## config.mk

```make
export PLATFORM = sky130hd
export DESIGN_NAME = lector_contadores
export DESIGN_NICKNAME = d
export VERILOG_FILES = /design/src/rtl/lector_pkg.sv /design/src/rtl/timeout_cnt.sv /design/src/rtl/lector_contadores.sv
export SDC_FILE = /design/constraint.sdc
export NUM_CORES = 1
export LEC_CHECK = 0
export ABC_AREA = 1
export ABC_CLOCK_PERIOD_IN_PS = 2110
export BUFFER_PORTS_ARGS = -buffer_cell sky130_fd_sc_hd__buf_4
export CORE_UTILIZATION = 48
export DETAILED_ROUTE_END_ITERATION = 8
export HOLD_SLACK_MARGIN = 0.15
export PLACE_DENSITY_LB_ADDON = 0.15
export SYNTH_ARGS = -nofsm -noshare
export SYNTH_HDL_FRONTEND = slang
export SYNTH_SLANG_ARGS = --single-unit
```

## constraint.sdc

```tcl
create_clock -name CLK -period 2.11 [get_ports CLK]
set_clock_uncertainty 0.05 [all_clocks]
set_input_delay 0.1055 -clock CLK [delete_from_list [all_inputs] [get_ports CLK]]
set_output_delay 0.1055 -clock CLK [all_outputs]
set_load 0.01 [all_outputs]
```

## src/rtl/lector_pkg.sv

```systemverilog
// Shared definitions for the counter read sequencer.
// State encoding and default sizes shared with the counter block.
package lector_pkg;

  localparam int NUM_CNT_D = 5;
  localparam int DATA_W_D  = 5;
  localparam int IDX_W_D   = 3;
  localparam int TIMEOUT_D = 8;

  typedef enum logic [1:0] {
    IDLE    = 2'd0,
    SETTLE  = 2'd1,
    CAPTURE = 2'd2,
    DONE    = 2'd3
  } state_t;

endpackage

```

## src/rtl/timeout_cnt.sv

```systemverilog
// Per-index watchdog: down-counter with load/enable/expired.
// It stops at zero, so expired stays high until the next load.
module timeout_cnt #(
  parameter int W = 4
) (
  input  logic         CLK,
  input  logic         reset,
  input  logic         load,
  input  logic [W-1:0] load_val,
  input  logic         en,
  output logic         expired
);

  logic [W-1:0] cnt;

  // Load on entry to a new index, count down while waiting.
  always_ff @(posedge CLK or negedge reset) begin
    if (!reset) begin
      cnt <= '0;
    end else if (load) begin
      cnt <= load_val;
    end else if (en && (cnt != '0)) begin
      cnt <= cnt - 1'b1;
    end
  end

  assign expired = (cnt == '0);

endmodule

```

## src/rtl/lector_contadores.sv

```systemverilog
// Read sequencer: sweeps counter idx 0..NUM_CNT-1 into a bank.
// Each index gets one settle cycle, then waits for valid or timeout.
module lector_contadores
  import lector_pkg::*;
#(
  parameter int NUM_CNT = NUM_CNT_D,
  parameter int DATA_W  = DATA_W_D,
  parameter int IDX_W   = IDX_W_D,
  parameter int TIMEOUT = TIMEOUT_D
) (
  input  logic                      CLK,
  input  logic                      reset,
  input  logic                      start,
  output logic                      req,
  output logic [IDX_W-1:0]          idx,
  input  logic [DATA_W-1:0]         data,
  input  logic                      valid,
  output logic [NUM_CNT*DATA_W-1:0] cnt_out,
  output logic [NUM_CNT-1:0]        err_mask,
  output logic                      busy,
  output logic                      done
);

  localparam int TW = $clog2(TIMEOUT + 1);
  localparam logic [TW-1:0] TLOAD = TW'(TIMEOUT - 1);
  localparam logic [IDX_W-1:0] LAST = IDX_W'(NUM_CNT - 1);

  state_t state;
  logic   t_load;
  logic   t_en;
  logic   t_exp;

  assign t_load = (state == SETTLE);
  assign t_en   = (state == CAPTURE);

  timeout_cnt #(
    .W(TW)
  ) u_tmo (
    .CLK     (CLK),
    .reset   (reset),
    .load    (t_load),
    .load_val(TLOAD),
    .en      (t_en),
    .expired (t_exp)
  );

  // Sweep FSM with registered handshake and result outputs.
  always_ff @(posedge CLK or negedge reset) begin
    if (!reset) begin
      state    <= IDLE;
      req      <= 1'b0;
      idx      <= '0;
      busy     <= 1'b0;
      done     <= 1'b0;
      cnt_out  <= '0;
      err_mask <= '0;
    end else begin
      done <= 1'b0;
      unique case (state)
        IDLE: begin
          if (start) begin
            cnt_out  <= '0;
            err_mask <= '0;
            idx      <= '0;
            req      <= 1'b1;
            busy     <= 1'b1;
            state    <= SETTLE;
          end
        end
        SETTLE: begin
          state <= CAPTURE;
        end
        CAPTURE: begin
          if (valid || t_exp) begin
            if (valid) begin
              cnt_out[int'(idx)*DATA_W +: DATA_W] <= data;
            end else begin
              err_mask[idx] <= 1'b1;
            end
            if (idx == LAST) begin
              idx   <= '0;
              req   <= 1'b0;
              busy  <= 1'b0;
              done  <= 1'b1;
              state <= DONE;
            end else begin
              idx   <= idx + 1'b1;
              state <= SETTLE;
            end
          end
        end
        DONE: begin
          state <= IDLE;
        end
        default: begin
          state <= IDLE;
        end
      endcase
    end
  end

endmodule

```

==> reports/summary.md <==
• status: completed
• number of maximum-capacitance violations: 0
• sequential cell area: 1026 sq um
• TritonCTS clock tree: built
• area occupied by multi-input gates: 935.9 sq um
• worst min path class: in2async
• number of optimization iterations in the first detailed-route pass: 4
• floorplan die width: 68.47 um
• clk slew on worst S/H paths: 0.08 ns
• total placed instance area: 2501 sq um
• final worst-path setup slack: 0.2976 ns
• per-cell via count in the routed design: 4.850
• Syn Nets: 288
• P per Cell Area: 1099 nW/um^2
• number of instances in the synthesized netlist: 272
• CTS buffer count: 5
• final wirelength: 4.622 mm
• number of buffers on the longest clock path: 2
• number of library cell types mapped by synthesis: 23
• Final Hold Violating Endpoints: 0
• peak fanout along the critical path: 6
• layout cells sized above 1: 0.2121
• first-pass GRT wire length: 7.624 mm
• post-CTS setup buffers: 0
• Switch Pwr: 0.001261 W
• commonest non-fill, non-tap cell in the layout: nand2_1
• Gate power share: 0.472
• pin count of the biggest net entering global routing: 42
• layout filler cell count: 382
• period utilization: 0.8590
• global-route usage over all layers: 0.2274
• First DRT Iteration DRCs: 73
• DR DRC count: 0
• number of buffer and inverter instances along the worst setup path: 1
• number of port buffers: 44
• sequential fraction of the synthesis area: 0.4838
• overall via count from detail_route: 1843
• RD Place Congestion: 0.7943
• HPWL after DPL: 3.333 mm
• Total Die Area: 4688 sq um
• Final Core Density: 0.6482
• part of the total power dissipated in the clock network: 0.177
• number of antenna violations at the first check in global routing: 0
• Fmax: 551.8 MHz
• Setup crit start kind: flop
• number of flip-flops and latches in the synthesized netlist: 41
• number of warning messages in the yosys log: 0
• worst skew pair latency: 0.29 ns
• Crit path arrival time: 2.00 ns
• Crit-path slowest cell: dfrtp_1
• dominant delay contributor by cell family on the critical path: simple AND/OR/NAND/NOR gates
• number of global-route vias before repair: 1752
• CTS root buf: clkbuf_8
• count of inserted antenna diode cells: 0
• commonest non-fill, non-tap cells in the layout: 115 x nand2_1, 47 x buf_4, 41 x dfrtp_1, 31 x inv_1, 22 x nand3_1
• Flop pwr share: 0.350
• Sw Ratio: 0.4300
• required time reported for the critical path endpoint: 2.30 ns
• residual antenna-violating net count after detailed routing: 0
• Worst-Margin Slew: 0.5151 ns
• die boundary height: 68.47 um
• placeable core region: 4115 sq um
• I/O Pins: 45
• number of buffers inserted for hold repair after clock tree synthesis: 8
• summed area of non-filler cells in the final layout: 2668 sq um
• min Tclk post-route: 1.812 ns
• relative area change from synthesis to final layout: 25.78%
• number of non-filler instances in the completed layout: 380
• Post-Syn Area: 2121 sq um
• final count of negative-setup-slack endpoints: 0
• count of cells resized by post-cts repair: 0
• critical path type: reg2reg
• setup repair after global routing missed its margin: no
• mean area per synthesized cell: 7.797 sq um
• effective utilization at floorplan: 0.5154
• Slew HR: 0.6566
• number of rows created at floorplan: 23
• setup slack at placement: 0.3129 ns
• CTS HTree Levels: 2
• EDFF count, synth: 0
• CP max stage delay: 0.34 ns
• fin nets: 346
• setup TNS after final layout: 0 ns
• cell total after placement: 365
• detailed-route wire length per cell: 12.16 um
• GR Overflow Total: 0
• top flip-flop cell by instance count after synthesis: dfrtp_1
• kind of end point of the critical path: flop
• Clock Sink Count: 41
• cell chain of the critical path: inv_1, ha_1, ha_1, nor2_1, nor2_1, nor3_2, nand2_1, nand2_1
• IR Drop Worst-Case VDD: 0.6035 mV
• leakage power figure: 1.510 nW
• FFs w/ async S/R, synth: 1.000
• internal power: 0.001671 W
• final count of pins violating max slew: 0
[kinds of logic (layout without fill, tap and decap cells)]
family,after synthesis,in the layout,synth area share
AOI/OAI and AO/OA,19,19,0.06018
adders and majority gates,7,7,0.04130
buffers and inverters,37,95,0.07493
DFF,41,41,0.4838
and+or+nand+nor,168,168,0.3398
[registers in the layout (all words and copies together) (netlist names)]
register / flops
cnt_out: 25
u_tmo.cnt: 4
done: 1
idx: 3
err_mask: 5
state: 2
busy: 1
[worst paths after layout]
kind                             startpoint          end  slack (ns)  cells past startpoint
worst min-delay path                  reset  cnt_out[12]        0.28                      2
worst max-delay path                 idx[0]  cnt_out[12]        0.30                      8
worst min register to register  cnt_out[24]  cnt_out[24]        0.42                      2
max in group asynchronous             reset   cnt_out[7]        1.38                      2
worst max register to register       idx[0]  cnt_out[12]        0.30                      8
min in group CLK                cnt_out[24]  cnt_out[24]        0.42                      2
[synthesized netlist by cell type (2+ instances only)]
| master | count | area (sq um) |
|---|---|---|
| inv_1 | 31 | 116.4 |
| o21ai_2 | 3 | 26.28 |
| nor2_1 | 19 | 71.32 |
| nand2_2 | 5 | 31.28 |
| o21ai_1 | 2 | 10.01 |
| o21ai_0 | 4 | 20.02 |
| nor2_4 | 2 | 22.52 |
| ha_1 | 7 | 87.58 |
| o211ai_1 | 2 | 15.01 |
| a21oi_1 | 6 | 30.03 |
| dfrtp_1 | 41 | 1026 |
| nand3_1 | 22 | 110.1 |
| inv_2 | 2 | 7.510 |
| buf_6 | 2 | 22.52 |
| nand2_1 | 115 | 431.7 |
| nor3_2 | 2 | 20.02 |
[metrics by stage]
| step | hold WS [ns] | power [W] |
|---|---|---|
| after floorplan | -0.2401 | 0.002023 |
| after detailed placement | 0.07079 | 0.002415 |
| final | 0.2840 | 0.002932 |
| after global routing | 0.3317 | 0.003188 |
| after CTS | 0.2948 | 0.002944 |
| after global placement | 0.06708 | 0.002391 |
[power groups by stage]
stage          Sequential (W)  Combinational (W)  Clock, W
6_report              0.00103            0.00139  0.000519
5_1_grt               0.00105            0.00157  0.000565
2_1_floorplan         0.00109           0.000929         0
3_3_place_gp          0.00104            0.00135         0
4_1_cts               0.00103            0.00139  0.000527
3_5_place_dp          0.00104            0.00137         0
[per-layer routing]
layer  routed length (um)  up-vias  global-route usage  part of all wire
met5                    0        -                   0                 0
met4                   70        0             0.08854             0.015
met3                  161        7             0.06333             0.035
met2                 2207       34              0.3762              0.48
met1                 2183      843              0.2780              0.47
li1                     -      959                   -                 -
[layout make-up]
type / count / share of cell area
sequential: 41 / 0.3846
inverter: 33 / 0.04644
multi-input combinational: 194 / 0.3508
clock buffer: 7 / 0.03236
tap: 50 / 0.02345
timing repair buffer: 55 / 0.1623
No activity file was read; power rests on OpenSTA's default activity.
